## config.mk

```make
export PLATFORM = sky130hd
export DESIGN_NAME = dmem_arbiter
export DESIGN_NICKNAME = d
export VERILOG_FILES = /design/src/rtl/dmem_arb_pkg.sv /design/src/rtl/rr_pick2.sv /design/src/rtl/dmem_arbiter.sv
export SDC_FILE = /design/constraint.sdc
export NUM_CORES = 1
export LEC_CHECK = 0
export ABC_AREA = 1
export ABC_CLOCK_PERIOD_IN_PS = 3500
export CORE_MARGIN = 3
export CORE_UTILIZATION = 40
export DETAILED_ROUTE_END_ITERATION = 7
export PLACE_DENSITY = 0.8
export RECOVER_POWER = 50
export REMOVE_ABC_BUFFERS = 1
export SLEW_MARGIN = 20
export SYNTH_ARGS = -nofsm -noshare
export SYNTH_HDL_FRONTEND = slang
export SYNTH_SLANG_ARGS = --single-unit
```

## constraint.sdc

```tcl
create_clock -name clk -period 3.5 [get_ports clk]
set_clock_uncertainty 0.15 [all_clocks]
set_input_delay 0.875 -clock clk [delete_from_list [all_inputs] [get_ports clk]]
set_output_delay 0.875 -clock clk [all_outputs]
set_load 0.01 [all_outputs]
```

## src/rtl/dmem_arb_pkg.sv

```systemverilog
// Shared types for the data-memory arbiter: FSM states, owner encoding and
// the latched memory command.
package dmem_arb_pkg;

    localparam int ARB_ADDR_W = 10;
    localparam int ARB_DATA_W = 32;
    localparam int ARB_STRB_W = ARB_DATA_W / 8;

    typedef enum logic [1:0] {
        IDLE    = 2'd0,
        ACCESS  = 2'd1,
        CAPTURE = 2'd2,
        DONE    = 2'd3
    } arb_state_t;

    localparam logic OWNER_CORE = 1'b0;
    localparam logic OWNER_HOST = 1'b1;

    typedef struct packed {
        logic                  we;
        logic [ARB_ADDR_W-1:0] addr;
        logic [ARB_DATA_W-1:0] wdata;
        logic [ARB_STRB_W-1:0] wstrb;
    } arb_cmd_t;

endpackage

```

## src/rtl/rr_pick2.sv

```systemverilog
// Combinational two-way round-robin picker; on a tie the requester that was
// not granted last wins.
module rr_pick2
    import dmem_arb_pkg::*;
(
    input  logic [1:0] req,
    input  logic       last_owner,
    output logic       grant_valid,
    output logic       owner
);

    assign grant_valid = |req;

    always_comb begin
        owner = OWNER_CORE;
        if (&req)
            owner = ~last_owner;
        else if (req[OWNER_HOST])
            owner = OWNER_HOST;
    end

endmodule

```

## src/rtl/dmem_arbiter.sv

```systemverilog
// Core/host arbiter for the single-port data memory: IDLE->ACCESS->CAPTURE->DONE.
// Define DMEM_ARB_PROT_EN to reject host accesses to [PROT_BASE, PROT_LIMIT].
module dmem_arbiter
    import dmem_arb_pkg::*;
#(
    parameter int                ADDR_W     = ARB_ADDR_W,
    parameter int                DATA_W     = ARB_DATA_W,
    parameter logic [ADDR_W-1:0] PROT_BASE  = 10'h300,
    parameter logic [ADDR_W-1:0] PROT_LIMIT = 10'h3FF
) (
    input  logic                clk,
    input  logic                reset,
    input  logic                c_req,
    input  logic                c_we,
    input  logic [ADDR_W-1:0]   c_addr,
    input  logic [DATA_W-1:0]   c_wdata,
    input  logic [DATA_W/8-1:0] c_wstrb,
    output logic                c_done,
    output logic [DATA_W-1:0]   c_rdata,
    input  logic                h_req,
    input  logic                h_we,
    input  logic [ADDR_W-1:0]   h_addr,
    input  logic [DATA_W-1:0]   h_wdata,
    input  logic [DATA_W/8-1:0] h_wstrb,
    output logic                h_done,
    output logic [DATA_W-1:0]   h_rdata,
    output logic                h_err,
    output logic                mem_en,
    output logic                mem_we,
    output logic [ADDR_W-1:0]   mem_addr,
    output logic [DATA_W-1:0]   mem_wdata,
    output logic [DATA_W/8-1:0] mem_wstrb,
    input  logic [DATA_W-1:0]   mem_rdata
);

    arb_state_t state;
    arb_cmd_t   cmd, nxt_cmd;
    logic       last_owner;
    logic       grant_valid, pick_owner;
    logic       block_host;

    rr_pick2 u_pick (
        .req         ({h_req, c_req}),
        .last_owner  (last_owner),
        .grant_valid (grant_valid),
        .owner       (pick_owner)
    );

    always_comb begin
        nxt_cmd.we    = c_we;
        nxt_cmd.addr  = c_addr;
        nxt_cmd.wdata = c_wdata;
        nxt_cmd.wstrb = c_wstrb;
        if (pick_owner == OWNER_HOST) begin
            nxt_cmd.we    = h_we;
            nxt_cmd.addr  = h_addr;
            nxt_cmd.wdata = h_wdata;
            nxt_cmd.wstrb = h_wstrb;
        end
    end

`ifdef DMEM_ARB_PROT_EN
    logic err_q;

    assign block_host = (pick_owner == OWNER_HOST) &&
                        (h_addr >= PROT_BASE) && (h_addr <= PROT_LIMIT);
`else
    assign block_host = 1'b0;
    assign h_err      = 1'b0;
`endif

    // cmd only changes when a real memory cycle is issued, so the memory
    // address/data pins hold across rejected host accesses.
    assign mem_addr  = cmd.addr;
    assign mem_wdata = cmd.wdata;
    assign mem_wstrb = cmd.wstrb;
    assign mem_we    = mem_en & cmd.we;

    always_ff @(posedge clk) begin
        if (!reset) begin
            state      <= IDLE;
            cmd        <= '0;
            last_owner <= OWNER_HOST;
            mem_en     <= 1'b0;
            c_done     <= 1'b0;
            h_done     <= 1'b0;
            c_rdata    <= '0;
            h_rdata    <= '0;
`ifdef DMEM_ARB_PROT_EN
            err_q      <= 1'b0;
            h_err      <= 1'b0;
`endif
        end else begin
            mem_en <= 1'b0;
            c_done <= 1'b0;
            h_done <= 1'b0;
`ifdef DMEM_ARB_PROT_EN
            h_err  <= 1'b0;
`endif
            case (state)
                IDLE: begin
                    if (grant_valid) begin
                        last_owner <= pick_owner;
`ifdef DMEM_ARB_PROT_EN
                        err_q      <= block_host;
`endif
                        if (block_host) begin
                            state <= CAPTURE;
                        end else begin
                            cmd    <= nxt_cmd;
                            mem_en <= 1'b1;
                            state  <= ACCESS;
                        end
                    end
                end
                ACCESS: state <= CAPTURE;
                CAPTURE: begin
                    if (last_owner == OWNER_HOST) begin
`ifdef DMEM_ARB_PROT_EN
                        if (err_q)
                            h_rdata <= '0;
                        else if (!cmd.we)
                            h_rdata <= mem_rdata;
                        h_err <= err_q;
`else
                        if (!cmd.we)
                            h_rdata <= mem_rdata;
`endif
                        h_done <= 1'b1;
                    end else begin
                        if (!cmd.we)
                            c_rdata <= mem_rdata;
                        c_done <= 1'b1;
                    end
                    state <= DONE;
                end
                DONE: state <= IDLE;
                default: state <= IDLE;
            endcase
        end
    end

endmodule

```

After elaboration in Yosys (flattened, before gate mapping):

Cells that the tools add are included.

* bits in registers: 117
* latch bits: 0
* memory bits (writable): 0
* memory bits (read-only): 0
* input port bits: 130
* word-level logic and storage cells: 34
* memories: 0

* $add $sub $neg: 0
* multiply operators: 0
* div/mod/pow operators: 0
* magnitude comparators: 0
* eq/ne operators: 4
* shift operators: 0
* muxes and demuxes: 8
* bitwise logic cells: 3
* reduce and logical (&&, ||, !) cells: 8

Operator list (count)
* 2-to-1 mux 47 bit: 1
* case mux 2 bit (4 select lines): 1
* AND reduction 2 bit: 4
* AND reduction 3 bit: 2
* 2-to-1 mux 1 bit: 5
* == test 2 bit, second input constant: 2
* == test 2 x 1 -> 1 bit, second input constant: 1
* logical NOT 2 bit: 1
* 2-to-1 mux 2 bit: 1
* != test 2 bit, second input constant: 1
* inverter 1 bit: 2
* OR reduction 2 bit: 1
* bitwise AND 1 bit: 1

Depth between registers and ports, before layout:

* word-level depth: 3
* mapped depth: 9
* mapped depth without buffers: 7

By module:

From an unflattened synthesis, not the netlist that was laid out.

* cell total of the unflattened synthesis: 899
* area, all modules: 5783.0 µm²

Modules (own cells, without submodules)
* dmem_arbiter: times used 1, cells an instance 896, area an instance 5768.0 µm²
* rr_pick2: times used 1, cells an instance 3, area an instance 15.0 µm²

Worst setup path before layout:

No wires, ideal clock.

* path type: input to register
* start: input h_req
* end: register cmd, in the netlist mem_addr[0]
* data arrival time: 1.524 ns
* data required time: 3.238 ns
* slack: 1.714 ns
* cell stages on the path: 6
* path through: o21ai_1 buf_2 buf_6 nand2_1 nand2_1 nor2_1

* longest elaborated chain between the ends: 3
* elaborated cells on any way between the ends: 6
* those cells by class: mux (3); reduce/logical (3)

RTL lines
* from (decl): RTL line dmem_arbiter.sv:20 `input logic h_req,`
* 2-to-1 mux 1 bit or AND reduction 2 bit (tied branches): RTL line rr_pick2.sv:18, rr_pick2.sv:16
* 2-to-1 mux 1 bit: RTL line rr_pick2.sv:16 `if (&req)`
* 2-to-1 mux 47 bit: RTL line dmem_arbiter.sv:54 `if (pick_owner == OWNER_HOST) begin`
* to (signal assigned): RTL line dmem_arbiter.sv:110 `cmd <= nxt_cmd;`
* to (decl): RTL line dmem_arbiter.sv:37 `arb_cmd_t cmd, nxt_cmd;`

Parallel ways exist; a longest one is shown, timed or not.
A chain may end at the register's enable or synchronous reset.

Worst setup path after layout:

* start: register last_owner
* end: register c_rdata[7]

* longest elaborated chain between the ends: 2

RTL lines
* from (decl): RTL line dmem_arbiter.sv:38 `logic last_owner;`
* from (signal assigned): RTL line dmem_arbiter.sv:103 `last_owner <= pick_owner;`
* inverter 1 bit (no line)
* AND reduction 3 bit (no line)
* to (signal assigned): RTL line dmem_arbiter.sv:132 `c_rdata <= mem_rdata;`
* to (decl): RTL line dmem_arbiter.sv:19 `output logic [DATA_W-1:0] c_rdata,`

Every way passes these cells.

==> summary.txt <==
Logic synthesis
  • Synth top area cells: dfxtp_1 (41%), nand2_1 (12%), nor2_1 (11%), buf_4 (7.1%), a21boi_0 (4.7%)
  • Post-synth top area share: 40.94%
  • Syn Area/Cell: 6.909 um^2
  • Post-synthesis sequential area ratio: 40.94%
  • Post-Synthesis Cell Area: 5720 um^2
  • Post-Syn Instances: 828
  • Flops & latches, synth: 117
  • Ys Warns: 0
  • Post-synth top area cell: dfxtp_1
  • Distinct cells, synth: 22

Timing
  • Setup-failing EPs final: 0
  • Final Cycle Share: 77.58%
  • Slew headroom: -8.987%
  • Max Slew Vio Count: 37
  • Fin crit period: 2.715 ns
  • Fmax: 368.3 MHz
  • RSZ-0062 raised after global routing: no
  • Setup TNS: 0 ns
  • Measured slew at the worst slew-check pin: 1.635 ns
  • Final hold viol count: 0

GRT
  • Overall Global Routing Usage: 20.35%
  • Total gr overflow: 0
  • Largest net degree at the start of global routing: 87
  • First-pass GRT wire length: 26,150 um
  • Vias in the first global route: 5,209
  • Initial antenna violation count: 0

Placement
  • PortBufs: 243
  • Final GP Congestion: 0.8106
  • Dpl hpwl: 10,980 um

Hold path
  • Hold Path Origin: h_rdata[14]$_SDFFE_PN0P_
  • Worst Hold Class: flip-flop to flip-flop
  • Hold depth: 2
  • Hold Path End: h_rdata[14]$_SDFFE_PN0P_

Routing
  • DRC viols: 0
  • Routed vias/inst: 4.825
  • Routed Antenna Nets: 0
  • First-pass iteration count of the detailed router: 5
  • Routed vias: 5,718
  • Average wire per standard cell: 13.83 um
  • Number of DRC markers in iteration 0: 274
  • Final WL: 16,390 um

Setup path
  • Worst-path maximum fanout: 35
  • CP max-delay cell: clkbuf_2
  • Cell Chain, Critical Path: clkbuf_2 -> inv_2 -> nand3_1 -> buf_4 -> inv_1 -> nor2_1 -> nor2_1
  • Critical R2R Launch: last_owner$_SDFFE_PN1P_
  • CP startpoint kind: flip-flop
  • Worst EP arrival: 2.85 ns
  • R2r endpoint: c_rdata[7]$_SDFFE_PN0P_
  • CP Capture Type: flip-flop
  • R2r setup slk: 0.78 ns
  • Critical path required time: 3.64 ns
  • Crit Path Class: flip-flop to flip-flop
  • Most used cell, CP: nor2_1
  • R2R depth: 7
  • Critical path's largest stage delay: 0.63 ns

Floorplan
  • Die Y: 125.6 um
  • Std-Cell Rows: 43
  • Die ar.: 15,770 um^2
  • Starting density of the core: 41.05%
  • Io pins: 245
  • Die width: 125.6 um
  • CORE AREA: 13,930 um^2

Clock tree
  • H-tree depth: 4
  • Sink Count: 117
  • Max clock buf depth: 2
  • Skew-Pair Late Insertion Delay: 0.40 ns
  • Worst-path clk slew: 0.06 ns
  • # Post-CTS Setup Buffers: 0
  • Post-CTS Resized: 0
  • Hold_buf cts: 0
  • Clock root buffer master: clkbuf_16
  • CTS buffer count: 17
  • CTS tree: built

Cells and area
  • Share of cells above drive strength 1: 4.975%
  • Net count, final: 1,126
  • Post-layout util: 60.48%
  • Diode count: 0
  • Layout area overhead: 47.33%

Pwr
  • Logic pwr share: 37.4%
  • Clock power share: 31.3%
  • Switching Fraction: 33.98%
  • Leak: 3.443 nW
  • P_sw: 1.924 mW
  • Sequential share of power: 31.3%
  • PwrDens: 671.9 nW/um^2
  • VDD IR-drop max: 0.2972 mV
  • Cell internal power dissipation: 3.738 mW

Run
  • Max-cap viol count: 1

Run status
  • Failing checks: capacitance limit, slew limit
  • Status: finished with violations
## cells in the final DEF, fill, tap and decap left out, types with 3 or more instances in the layout
cell,synthesis,layout
clkdlybuf4s50_1,0,235
nand2_1,176,176
nor2_1,165,164
dfxtp_1,117,117
inv_1,52,53
nand3_1,51,51
a21boi_0,36,36
nand4_1,32,32
a21oi_1,32,32
o21ai_0,24,25
clkbuf_16,0,17
a21boi_1,11,11
o21ai_1,11,9
buf_4,54,7
dlygate4sd3_1,0,6
inv_6,0,4
ha_1,3,3
bufinv_16,0,3
clkinvlp_4,0,3
buf_12,0,3
## how the worst max path moves through the flow
stage / slack [ns] / from / cells past startpoint / endpoint
after CTS: 1.01 / cmd[46]$_SDFFE_PN0P_ / 3 / mem_we
after detailed placement: 0.84 / c_req / 7 / mem_wdata[9]$_SDFFE_PN0P_
after global placement: 0.88 / c_req / 7 / mem_addr[1]$_SDFFE_PN0P_
final: 0.78 / last_owner$_SDFFE_PN1P_ / 7 / c_rdata[7]$_SDFFE_PN0P_
after global routing: 0.52 / last_owner$_SDFFE_PN1P_ / 7 / c_rdata[17]$_SDFFE_PN0P_
after floorplan: 0.55 / h_req / 4 / cmd[46]$_SDFFE_PN0P_
## flip-flops by register name, indices dropped and copies added (netlist names)
name and flops:
mem_addr 10, c_done 1, mem_wstrb 4, state 2, mem_wdata 32, cmd 1, c_rdata 32, last_owner 1
h_rdata 32, h_done 1, mem_en 1
## synth_stat cells
cell type	instances
nand2_2	1
inv_2	3
nand3_1	51
clkinv_1	1
or2_2	1
conb_1	1
dfxtp_1	117
a21boi_0	36
buf_2	25
nor2_1	165
nand2_1	176
a21boi_1	11
buf_6	5
a21oi_1	32
o21ai_0	24
buf_4	54
inv_1	52
o21ai_1	11
nand4_1	32
clkbuf_1	25
nor3_1	2
ha_1	3
## logic make-up (layout without fill, tap and decap cells)
kind of cell    count (synthesis)  in the layout  synth area share [%]
simple gates                  428            428                 30.73
buf+inv                       165            342                 15.57
flops                         117            117                 40.94
compound gates                114            114                 12.03
fa+ha+maj                       3              3                0.6562
other cells                     1              1               0.06555
## critical path: cells and delay by family (launching register included)
| kind | cells | cell delay (ns) |
|---|---|---|
| and+or+nand+nor | 3 | 0.47 |
| buffers and inverters | 4 | 1.57 |
| DFF | 1 | 0.37 |
## stage by stage
stage	instances	total power [mW]	hold WS, ns	area (um^2)	setup slack (ns)
2_1_floorplan	719	2.886	0.3243	5040	0.5506
3_3_place_gp	1154	3.901	0.2978	7834	0.8833
3_5_place_dp	1154	3.939	0.3010	7834	0.8380
4_1_cts	1185	5.732	0.3123	8434	1.006
5_1_grt	1185	6.047	0.3284	8428	0.5179
6_report	1185	5.662	0.3072	8428	0.7847
## cell type report
cell class / instances / area, um^2
Clock inverter: 14 / 175.2
Fill cell: 1286 / 5507
Inverter: 56 / 210.2
Multi-Input combinational cell: 546 / 2506
Timing Repair Buffer: 255 / 2544
Clock buffer: 17 / 425.4
Sequential cell: 117 / 2342
Tap cell: 180 / 225.2
## power by group through the flow
| stage | sequential [mW] | clock (mW) | combinational (mW) |
|---|---|---|---|
| after floorplan | 1.94 | 0 | 0.945 |
| after global placement | 1.79 | 0 | 2.11 |
| after detailed placement | 1.80 | 0 | 2.14 |
| after CTS | 1.77 | 1.81 | 2.15 |
| after global routing | 1.81 | 1.87 | 2.37 |
| final | 1.77 | 1.77 | 2.12 |
## per-layer routing
layer  track usage (%)  wire length (um)  share of wire [%]  vias to the layer above
li1                  -                 -                  -                     2918
met1             23.57              6579                 40                     2524
met2             33.70              7724                 47                      256
met3             9.099              1869                 11                       20
met4             6.505               217                1.3                        0
met5                 0                 0                  0                        -
No activity file was read; power rests on OpenSTA's default activity.
